### src/rtl/wb_port_arbiter.sv
// Register-file write-port arbiter: fixed priority to source A (ALU writeback)
// with a starvation guard that forces one grant to source B (multi-cycle unit)
// after MAX_WAIT consecutive refusals. Write bundle is registered (1-cycle latency).
module wb_port_arbiter #(
   parameter int unsigned DW       = 32,
   parameter int unsigned AW       = 5,
   parameter int unsigned MAX_WAIT = 4,
   parameter int unsigned CW       = 16
) (
   input  logic          clk,
   input  logic          rst_n,
   input  logic          a_valid,
   input  logic [AW-1:0] a_rd,
   input  logic [DW-1:0] a_data,
   output logic          a_ready,
   input  logic          b_valid,
   input  logic [AW-1:0] b_rd,
   input  logic [DW-1:0] b_data,
   output logic          b_ready,
   output logic          mux_sel,
   output logic          wb_en,
   output logic [AW-1:0] wb_rd,
   output logic [DW-1:0] wb_data,
   output logic [CW-1:0] conflict_cnt
);

   localparam logic [3:0] MaxWait = 4'(MAX_WAIT);

   typedef enum logic {StPrioA, StForceB} state_e;

   state_e        state_q, state_d;
   logic [3:0]    starve_q, starve_d;
   logic          wb_en_q, wb_en_d;
   logic [AW-1:0] wb_rd_q, wb_rd_d;
   logic [DW-1:0] wb_data_q, wb_data_d;
   logic [CW-1:0] conflict_q, conflict_d;

   // Same-cycle grant; the forced state only overrides A while B is still asking
   always_comb begin
      a_ready = 1'b0;
      b_ready = 1'b0;
      if (state_q == StForceB && b_valid) begin
         b_ready = 1'b1;
      end else if (a_valid) begin
         a_ready = 1'b1;
      end else if (b_valid) begin
         b_ready = 1'b1;
      end
      mux_sel = a_ready;
   end

   // Starvation tracking and force-B state selection
   always_comb begin
      starve_d = 4'd0;
      if (b_valid && !b_ready) begin
         starve_d = (starve_q >= MaxWait) ? MaxWait : starve_q + 4'd1;
      end
      state_d = state_q;
      unique case (state_q)
         StPrioA:  if (starve_d == MaxWait) state_d = StForceB;
         StForceB: if (b_ready || !b_valid) state_d = StPrioA;
         default:  state_d = StPrioA;
      endcase
   end

   // Next write bundle and saturating conflict counter
   always_comb begin
      wb_en_d   = 1'b0;
      wb_rd_d   = wb_rd_q;
      wb_data_d = wb_data_q;
      if (a_valid && a_ready) begin
         wb_rd_d   = a_rd;
         wb_data_d = a_data;
         wb_en_d   = (a_rd != '0);
      end else if (b_valid && b_ready) begin
         wb_rd_d   = b_rd;
         wb_data_d = b_data;
         wb_en_d   = (b_rd != '0);
      end
      conflict_d = conflict_q;
      if (a_valid && b_valid && conflict_q != '1) begin
         conflict_d = conflict_q + 1'b1;
      end
   end

   // All state on the rising edge; reset drops any pending write immediately
   always_ff @(posedge clk or negedge rst_n) begin
      if (!rst_n) begin
         state_q    <= StPrioA;
         starve_q   <= 4'd0;
         wb_en_q    <= 1'b0;
         wb_rd_q    <= '0;
         wb_data_q  <= '0;
         conflict_q <= '0;
      end else begin
         state_q    <= state_d;
         starve_q   <= starve_d;
         wb_en_q    <= wb_en_d;
         wb_rd_q    <= wb_rd_d;
         wb_data_q  <= wb_data_d;
         conflict_q <= conflict_d;
      end
   end

   assign wb_en        = wb_en_q;
   assign wb_rd        = wb_rd_q;
   assign wb_data      = wb_data_q;
   assign conflict_cnt = conflict_q;

endmodule

### config.mk
export PLATFORM = sky130hd
export DESIGN_NAME = wb_port_arbiter
export DESIGN_NICKNAME = d
export VERILOG_FILES = /design/src/rtl/wb_port_arbiter.sv
export SDC_FILE = /design/constraint.sdc
export NUM_CORES = 1
export LEC_CHECK = 0
export BUFFER_PORTS_ARGS = -buffer_cell sky130_fd_sc_hd__buf_4
export CORE_MARGIN = 1
export CORE_UTILIZATION = 40
export DETAILED_ROUTE_END_ITERATION = 8
export GPL_ROUTABILITY_DRIVEN = 0
export HOLD_SLACK_MARGIN = 0.03
export PLACE_DENSITY = 0.72
export SYNTH_ARGS = -nofsm -noshare
export SYNTH_HDL_FRONTEND = slang
export SYNTH_SLANG_ARGS = --single-unit
### constraint.sdc
create_clock -name clk -period 1.66 [get_ports clk]
set_input_delay 0.083 -clock clk [delete_from_list [all_inputs] [get_ports clk]]
set_output_delay 0.083 -clock clk [all_outputs]
set_load 0.005 [all_outputs]
==> out/metrics.csv <==
stage;metric;value;unit
timing;fin crit period;1.58;ns
timing;f_max;633;MHz
timing;final worst slack;0.0811;ns
cts;TritonCTS clock tree;yes;
power_and_ir_drop;Max VDD drop;0.435;mV
finish;share of cells above drive strength 1;38.4;%
run_status;failing checks;design-rule violations;
worst_setup_path;CP arrival;1.79;ns
grt;total gr overflow;0;
grt;global routing usage on met1;26.4;%
placed_design;I/O Buffers;134;
finish;fin nets;526;
worst_setup_path;critical path endpoint category;register;
synth;cell area after synthesis;2720;um^2
cts;Worst-path clk slew;0.06;ns
placed_design;HPWL after DPL;5100;um
timing;Worst slew margin;49.9;%
die;die area;7140;um^2
die;I/O Pins;135;
job;max_cap viols;0;
die;initial core utilization;42.2;%
worst_setup_path;crit-path max FO;7;
routing;Pre-antenna DRT Iters;6;
die;standard-cell rows;29;
grt;first-pass GRT wire length;12700;um
run_status;status;finished with violations;
die;core footprint;6460;um^2
timing;fin crit share;95.1;%
power_and_ir_drop;Leak;2.42;nW
routing;initial drt markers;78;
timing;Final Hold Fails;0;
worst_setup_path;CP Launch Type;register;
timing;count of final setup violators;0;
synth;Synth Warn #;0;
routing;drt via density;5.05;
grt;initial antenna violation count;0;
placed_design;dpl ws;0.0731;ns
cts;Max clock buf depth;2;
timing;final-report max-slew violation count;0;
hold_path;Hold/Removal Path Class;in -> reg;
routing;# DRC;10;
timing;unrepaired setup endpoints after global routing;yes;
routing;WL/cell;15.1;um
finish;Antenna Cells;0;
die;Horiz. Die Dim;84.5;um
cts;Num CTS Buffers;9;
grt;largest net degree at the start of global routing;76;
routing;via count;2666;
grt;GR Util met3;7.37;%
timing;Worst Max-Slew Pin Slew;0.751;ns
timing;clock skew;0.00434;ns
grt;routing usage on met2;38.1;%
die;die height;84.5;um
worst_setup_path;Setup CP Type;reg -> reg;
synth;syn avg cell area;10.7;um^2
cts;CTS root buffer;clkbuf_8;
power_and_ir_drop;total power;4.08;mW
synth;syn nets;334;
grt;vias in the first global route;2791;
finish;fill count;453;
worst_setup_path;R2R setup slack;0.08;ns
synth;#FFs+latches synth;59;
worst_setup_path;Required @ worst endpoint;1.87;ns
cts;Skew-Pair Late Insertion Delay;0.33;ns
power_and_ir_drop;P per Cell Area;891;nW/um^2
synth;library cells used by synthesis;36;
synth;post-synthesis sequential area ratio;54.2;%
grt;Overall Global Routing Usage;22.7;%
routing;post-route ant nets;0;
routing;final WL;8000;um
cts;# H-tree levels;3;
cts;Clock Sinks;59;
grt;grt peak-use layer;met2;
synth;synthesized netlist cell count;254;
finish;area grow syn2layout;68.3;%
==> cell type report <==
cell class | count | area, um^2 | area share (%)
multi-input combinational | 180 | 1210 | 26.3
clock buffer | 15 | 186 | 4.07
clock inverter | 1 | 5.00 | 0.109
tap | 77 | 96.3 | 2.10
timing repair buffer | 194 | 1610 | 35.0
sequential | 59 | 1480 | 32.2
inverter | 2 | 7.51 | 0.164
==> synth_stat cells, drive strengths merged <==
cell,n,share of area (%)
conb,1,0.14
inv,2,0.28
nand2,42,5.8
nor2,9,1.2
ha,2,0.92
nand4,4,1.5
and2,2,0.46
nor4,5,1.1
or4,2,0.55
clkbuf,8,1.1
buf,5,1.1
nand3,4,0.73
xor2,11,3.5
a21oi,2,0.37
xnor2,1,0.32
dfrtp,59,54
or2,1,0.23
nor3b,1,0.28
a21boi,1,0.28
o21a,1,0.28
and3,1,0.23
o31a,1,0.32
nor2b,1,0.23
nand2b,1,0.23
or3,1,0.23
a31oi,1,0.23
o21ai,39,7.2
o41ai,1,1.0
nor3,3,0.55
mux2,2,0.96
nor4b,3,0.96
o22ai,1,0.23
mux2i,36,13
==> critical path, cell delays in order (launching register included) <==
cell,delay (ns)
dfrtp_1,0.41
nand4_4,0.18
o41ai_4,0.39
buf_4,0.20
mux2_4,0.29
==> per-stage QoR <==
stage	TNS (ns)	hold slack (ns)	cell area, um^2	cells	util, %
global placement	0	0.205	3910	466	60.5
CTS	0	0.0302	4520	524	70.0
finish	0	0.0431	4580	528	71.0
floorplan	0	-0.213	2720	254	-
detailed placement	0	0.204	3910	466	60.5
global route	-0.0110	0.0371	4580	528	71.0
==> report_power, final <==
part | switching (mW) | internal [mW] | total (mW)
clock network | 0.527 | 0.705 | 1.23
logic | 0.445 | 0.659 | 1.10
registers | 0.129 | 1.62 | 1.75
total | 1.10 | 2.98 | 4.08
==> cell usage in the layout, fill, tap and decap left out, types with 2 or more instances in the layout <==
cell type | Yosys | layout
buf_4 | 2 | 148
dfrtp_1 | 59 | 59
dlygate4sd3_1 | 0 | 43
nand2_1 | 42 | 41
o21ai_0 | 39 | 39
mux2i_1 | 36 | 36
clkbuf_8 | 0 | 13
xor2_1 | 11 | 11
nor2_1 | 9 | 9
nand3_1 | 4 | 4
nand4_1 | 3 | 3
nor4_1 | 5 | 3
nor4b_1 | 3 | 3
nor3_1 | 3 | 3
inv_1 | 2 | 2
and2_1 | 2 | 2
or4_1 | 2 | 2
nor4_2 | 0 | 2
a21oi_1 | 2 | 2
ha_1 | 2 | 2
clkbuf_1 | 8 | 2
buf_12 | 0 | 2
==> final timing paths <==
path	cells past startpoint	end	from
worst max register to register	4	conflict_cnt[1]	conflict_cnt[6]
worst min register to register	1	starve_q[0]	starve_q[0]
worst max-delay path	4	conflict_cnt[1]	conflict_cnt[6]
worst min-delay path	3	wb_data[1]	b_data[1]
min in group asynchronous	2	conflict_cnt[14]	rst_n
max in group asynchronous	2	wb_data[26]	rst_n
==> kinds of logic (layout without fill, tap and decap cells) <==
kind of cell / count (synthesis) / count (layout) / share of synthesized area, %
flip-flops: 59 / 59 / 54.2
other: 1 / 1 / 0.138
adder cells (fa/ha/maj): 2 / 2 / 0.919
buffers and inverters: 15 / 212 / 2.48
XOR/XNOR: 12 / 12 / 3.86
AND/OR/NAND/NOR: 80 / 80 / 14.3
multiplexers: 38 / 38 / 14.2
AO/OA/AOI/OAI: 47 / 47 / 9.88
==> routing by layer <==
layer / routed length (um) / part of all wire [%]
met2: 3980 / 50
met3: 561 / 7.0
met4: 172 / 2.2
met1: 3280 / 41
met5: 0 / 0
==> state kept, by name, summed over array words and instances, names as in the netlist <==
| signal | flops |
|---|---|
| conflict_cnt | 16 |
| starve_q | 4 |
| state_q | 1 |
| wb_data | 32 |
| wb_en | 1 |
| wb_rd | 5 |
==> timing repair <==
item | 4_1_cts | 5_1_grt
setup endpoints to repair | 0 | 6
endpoints found under the hold margin | 97 | 1
hold buffers | 42 | 1
setup buffers | 0 | 2
gates resized for setup | 0 | 2
(Power assumes the default switching activity.)
